File: config.mk
export PLATFORM = sky130hd
export DESIGN_NAME = amul_sched
export DESIGN_NICKNAME = d
export VERILOG_FILES = /design/src/rtl/amul_pkg.sv /design/src/rtl/amul_core.sv /design/src/rtl/amul_sched.sv
export SDC_FILE = /design/constraint.sdc
export NUM_CORES = 1
export LEC_CHECK = 0
export ABC_AREA = 1
export CORE_MARGIN = 1.5
export CORE_UTILIZATION = 65
export DETAILED_ROUTE_END_ITERATION = 16
export DONT_BUFFER_PORTS = 1
export PLACE_DENSITY = 0.79
export SETUP_SLACK_MARGIN = 0.5
export SLEW_MARGIN = 5
export SYNTH_ARGS = -nofsm -noshare
export SYNTH_HDL_FRONTEND = slang
export SYNTH_SLANG_ARGS = --single-unit
File: constraint.sdc
create_clock -name clk -period 5.28 [get_ports clk]
set_input_delay 0.792 -clock clk [delete_from_list [all_inputs] [get_ports clk]]
set_output_delay 0.792 -clock clk [all_outputs]
set_load 0.01 [all_outputs]
File: src/rtl/amul_pkg.sv
// Shared widths for the approximate-multiplier scheduler and its core.
package amul_pkg;
   localparam int OP_W    = 8;
   localparam int PROD_W  = 16;
   localparam int TAG_W   = 3;
   localparam int MAX_REQ = 8;
   localparam int CNT_W   = 16;
endpackage

File: src/rtl/amul_core.sv
// Combinational approximate 8x8 multiplier: drops x[1:0] partial rows and
// patches in the two most significant missing product bits.
module amul_core
   import amul_pkg::*;
(
   input  logic [OP_W-1:0]   x,
   input  logic [OP_W-1:0]   y,
   output logic [PROD_W-1:0] z
);
   localparam int PART_W = PROD_W - 2;

   logic [PART_W-1:0] partial;
   logic              bit7;
   logic              bit8;

   assign partial = PART_W'(y) * PART_W'(x[OP_W-1:2]);
   assign bit7    = (x[0] & y[6]) | (x[1] & y[5]);
   assign bit8    = x[1] & y[7];
   assign z       = {partial, 2'b00} + (PROD_W'({bit8, bit7}) << 7);
endmodule

File: src/rtl/amul_sched.sv
// Round-robin scheduler sharing one two-stage multiplier among NUM_REQ requesters.
// Optional macro AMUL_SCHED_EXACT_EN adds a per-request exact-product select.
module amul_sched
   import amul_pkg::*;
#(
   parameter int NUM_REQ = 4
) (
   input  logic                      clk,
   input  logic                      rst_n,
   input  logic [NUM_REQ-1:0]        req_valid,
   output logic [NUM_REQ-1:0]        req_ready,
   input  logic [NUM_REQ*OP_W-1:0]   req_x,
   input  logic [NUM_REQ*OP_W-1:0]   req_y,
`ifdef AMUL_SCHED_EXACT_EN
   input  logic [NUM_REQ-1:0]        req_exact,
`endif
   output logic                      res_valid,
   input  logic                      res_ready,
   output logic [PROD_W-1:0]         res_z,
   output logic [TAG_W-1:0]          res_tag,
   output logic [CNT_W-1:0]          acc_cnt
);
   logic [TAG_W-1:0]  rr_ptr;
   logic [TAG_W-1:0]  grant_idx;
   logic              grant_found;
   logic [OP_W-1:0]   sel_x;
   logic [OP_W-1:0]   sel_y;
   logic              sel_exact;

   logic              s1_valid;
   logic [OP_W-1:0]   s1_x;
   logic [OP_W-1:0]   s1_y;
   logic [TAG_W-1:0]  s1_tag;
   logic              s1_exact;

   logic              s2_ready;
   logic              s1_adv;
   logic              s1_move;
   logic              accept;
   logic [PROD_W-1:0] core_z;
   logic [PROD_W-1:0] s2_z;

   assign s2_ready = !res_valid || res_ready;
   assign s1_adv   = !s1_valid || !res_valid || res_ready;
   assign s1_move  = s1_valid && s2_ready;
   assign accept   = grant_found && s1_adv && rst_n;

   // Search offsets from rr_ptr; rr_ptr+k may exceed NUM_REQ-1, hence the wrapped compare.
   always_comb begin
      grant_found = 1'b0;
      grant_idx   = '0;
      for (int k = 0; k < NUM_REQ; k++) begin
         for (int i = 0; i < NUM_REQ; i++) begin
            if (!grant_found && req_valid[i] &&
                ((int'(rr_ptr) + k == i) || (int'(rr_ptr) + k == i + NUM_REQ))) begin
               grant_found = 1'b1;
               grant_idx   = TAG_W'(i);
            end
         end
      end
   end

   always_comb begin
      req_ready = '0;
      sel_x     = '0;
      sel_y     = '0;
      sel_exact = 1'b0;
      for (int i = 0; i < NUM_REQ; i++) begin
         if (grant_idx == TAG_W'(i)) begin
            req_ready[i] = accept;
            sel_x        = req_x[i*OP_W +: OP_W];
            sel_y        = req_y[i*OP_W +: OP_W];
`ifdef AMUL_SCHED_EXACT_EN
            sel_exact    = req_exact[i];
`endif
         end
      end
   end

   always_ff @(posedge clk or negedge rst_n) begin
      if (!rst_n) begin
         rr_ptr   <= '0;
         acc_cnt  <= '0;
         s1_valid <= 1'b0;
         s1_x     <= '0;
         s1_y     <= '0;
         s1_tag   <= '0;
         s1_exact <= 1'b0;
      end else if (accept) begin
         rr_ptr   <= (grant_idx == TAG_W'(NUM_REQ - 1)) ? '0 : grant_idx + TAG_W'(1);
         acc_cnt  <= acc_cnt + CNT_W'(1);
         s1_valid <= 1'b1;
         s1_x     <= sel_x;
         s1_y     <= sel_y;
         s1_tag   <= grant_idx;
         s1_exact <= sel_exact;
      end else if (s1_move) begin
         s1_valid <= 1'b0;
      end
   end

   amul_core u_core (
      .x (s1_x),
      .y (s1_y),
      .z (core_z)
   );

`ifdef AMUL_SCHED_EXACT_EN
   assign s2_z = s1_exact ? (PROD_W'(s1_x) * PROD_W'(s1_y)) : core_z;
`else
   assign s2_z = core_z;
`endif

   // Output register only loads when empty or draining, so a stalled result holds.
   always_ff @(posedge clk or negedge rst_n) begin
      if (!rst_n) begin
         res_valid <= 1'b0;
         res_z     <= '0;
         res_tag   <= '0;
      end else if (s2_ready) begin
         res_valid <= s1_valid;
         if (s1_valid) begin
            res_z   <= s2_z;
            res_tag <= s1_tag;
         end
      end
   end
endmodule

==> implementation parameters <==
Parameter                              Value

Outcome
  Status    completed

Layout
  Post-route design area    4880 um2
  Post-route core utilization    68.1%
  Leading cell types in the layout, fill and taps excluded    nand2_1 (214), inv_1 (80), dfrtp_1 (54), nor2_1 (38), o21ai_0 (34)
  Number of diodes added for antenna fixing    0
  Final net count    748
  Fraction of layout cells with a size suffix above 1    3.53%
  Area added between synthesis and finish    1.93%
  Most frequent standard cell in the layout excluding fill and tap cells    nand2_1

Pwr
  Overall power    2.89 mW
  Standby leakage power    2.57 nW
  Power density over the cells    591 nW/um2
  Worst voltage drop across the vdd grid    0.000450 V

STA
  Skew final    0.00840 ns
  RSZ-0062 raised after global routing    false
  Post-route setup TNS    0 ns
  Count of endpoints failing setup in the final report    0
  Final cycle utilization of the critical path    83.9%
  Final critical delay including setup and external delays    4.43 ns
  Relative slew margins    29.8%
  Post-route worst setup slack    0.852 ns
  Number of hold violations in the final report    0
  Transition time of the tightest slew-check pin    1.05 ns
  Slew Limit Fails    0
  Highest clock frequency the design can meet    226 MHz

Routing
  Post-detailed-route DRC marker count    0
  Total Routed Length    10.5 mm
  Total iterations of the first detailed-routing run    5
  Number of design-rule violations left by the first detailed-router iteration    239
  Via count    3972
  Routed length per instance    14.5 um
  Number of vias per cell    5.50
  Number of antenna-violating nets in the routed design    0

GRT
  Met2 track utilization from global routing    47.7%
  Remaining global-route overflow    0
  GRT busiest layer    met2
  First-pass GRT wire length    17.5 mm
  Vias in the first global route    3894
  Met1 Usage GRT    37.1%
  Global Route met3 Usage    5.13%
  Pin count of the biggest net entering global routing    65
  GRT Util Overall    28.3%
  Initial antenna violation count    0

Clocking
  Maximum clock path buffer count    2
  Post-CTS Repair Setup Buffers    0
  Post-CTS Hold Buffers    0
  H-tree levels    2
  Clock-pin transition on the worst setup and hold timing paths    0.10 ns
  Clock network latency to the later pin of the worst-skew pair    0.30 ns
  Post-CTS Resized    0
  Clock sinks    54
  Root cell of the clock tree    clkbuf_8
  Clock tree from TritonCTS    done
  Total clock buffers created by CTS    5

Floorplan
  Initial Utilization    66.8%
  Vertical die dimension    88.9 um
  CORE AREA    7180 um2
  Total Die Area    7900 um2
  I/O pin count    111
  X dimension of the die    88.9 um
  Site row count    31

Placement
  Pre-CTS worst setup slack    0.883 ns
  Number of I/O port buffers    0
  Area post-placement    4750 um2
  Gp weighted congestion    0.911
  HPWL after DPL    8.30 mm

Critical path
  Crit Path Max Fanout    9
  CP Data Required Time    5.48 ns
  Worst path arrival time    4.62 ns
  Worst setup SP type    flop
  Start-to-end type of the worst setup path    reg2reg
  Type of destination of the critical path    flop

Worst hold path
  Path type of the worst min-delay path    in2async

Job
  Maximum Capacitance Violations    0

Yosys
  Sequential fraction of the synthesis area    28.2%
  Number of distinct library cells after synthesis    34
  Mapped Area    4790 um2
  Post-synthesis sequential element count    54
  Synthesized instance count    643
  Post-Syn Area per Cell    7.45 um2
  Yosys Warn Count    0
==> sequential cells by signal (all words and copies together), names as in the netlist <==
signal     cells
acc_cnt       16
s1_x           8
s1_tag         2
s1_valid       1
res_z         14
res_valid      1
s1_y           8
res_tag        2
rr_ptr         2
==> per-stage QoR <==
| stage | std cells | hold slack (ns) |
|---|---|---|
| 5_1_grt | 722 | 0.151 |
| 6_report | 722 | 0.171 |
| 3_5_place_dp | 714 | 0.466 |
| 4_1_cts | 722 | 0.164 |
| 2_1_floorplan | 645 | 0.442 |
| 3_3_place_gp | 714 | 0.465 |
==> synth_stat cells <==
cell type  instances  area, um2
nor3_1             6       30.0
buf_6              7       78.8
a22o_1             1       8.76
a21boi_0           1       7.51
nand4_2            2       25.0
nand3b_1           1       7.51
inv_4              1       6.26
fa_1              26        521
ha_1              29        363
conb_1             1       3.75
o21ai_0           34        170
xor2_1            10       87.6
nor2_2             4       25.0
inv_2              2       7.51
mux2i_1           16        160
a21oi_1            9       45.0
nand2_1          214        803
inv_1             80        300
o21a_1             1       7.51
a22oi_1           16        120
buf_4              5       37.5
or2_2              1       6.26
dfrtp_1           54       1350
nor4_1             1       6.26
nand3_1           24        120
a211o_1            1       8.76
nand2_4            1       11.3
o21ai_1           14       70.1
clkbuf_1          20       75.1
nor2_1            38        143
nand3_2            1       10.0
xnor2_1           14        123
o21bai_1           2       15.0
nand4_1            6       37.5
==> cell families (layout without fill, tap and decap cells) <==
family                   after synthesis  after routing  share of synthesized area (%)
AND/OR/NAND/NOR                      299            299                           25.6
buffers and inverters                115             93                           10.5
AO/OA/AOI/OAI                         79             79                           9.45
adder cells (fa/ha/maj)               55             55                           18.4
flip-flops                            54             54                           28.2
XOR/XNOR                              24             24                           4.39
multiplexers                          16             16                           3.34
other                                  1              3                         0.0783
==> worst paths after layout <==
check	start	cells past startpoint	to	slack (ns)
worst max-delay path	s1_x[4]	19	res_z[14]	0.85
worst min-delay path	rst_n	0	res_z[15]	0.17
worst max register to register	s1_x[4]	19	res_z[14]	0.85
worst min register to register	s1_valid	2	res_valid	0.49
max in group asynchronous	rst_n	0	s1_y[7]	5.00
min in group clk	s1_valid	2	res_valid	0.49
==> area by class of cell <==
type / count / area (um2)
Clock buffer: 5 / 68.8
Clock inverter: 3 / 68.8
Fill cell: 637 / 2290
Inverter: 83 / 314
Multi-Input combinational cell: 476 / 2940
Sequential cell: 54 / 1350
Tap cell: 99 / 124
Timing Repair Buffer: 2 / 15.0
==> critical path: stages, from the launching register on <==
cell and delay (ns):
dfrtp_1 0.48, nand2_1 0.10, inv_1 0.06, fa_1 0.53, inv_1 0.05, fa_1 0.48
fa_1 0.55, inv_1 0.04, ha_1 0.35, a21oi_1 0.19, nand2_1 0.11, xor2_1 0.19
ha_1 0.29, a21oi_1 0.06, nor2_1 0.15, inv_1 0.06, nor3_1 0.33, nand3b_1 0.12
nand3_1 0.10, nand2_1 0.06
==> metal layers <==
| layer | up-vias | part of all wire [%] |
|---|---|---|
| met5 | - | 0 |
| met4 | 0 | 1.8 |
| met3 | 16 | 4.1 |
| met2 | 86 | 50 |
| met1 | 1897 | 44 |
| li1 | 1973 | - |
==> where the power goes <==
part           total, mW  internal, mW  switching, mW  leakage, nW
sequential         0.789         0.554          0.235        0.704
combinational       1.77         0.679           1.09         1.80
clock              0.326         0.190          0.136       0.0683
Power figures use the tool's default switching activity.
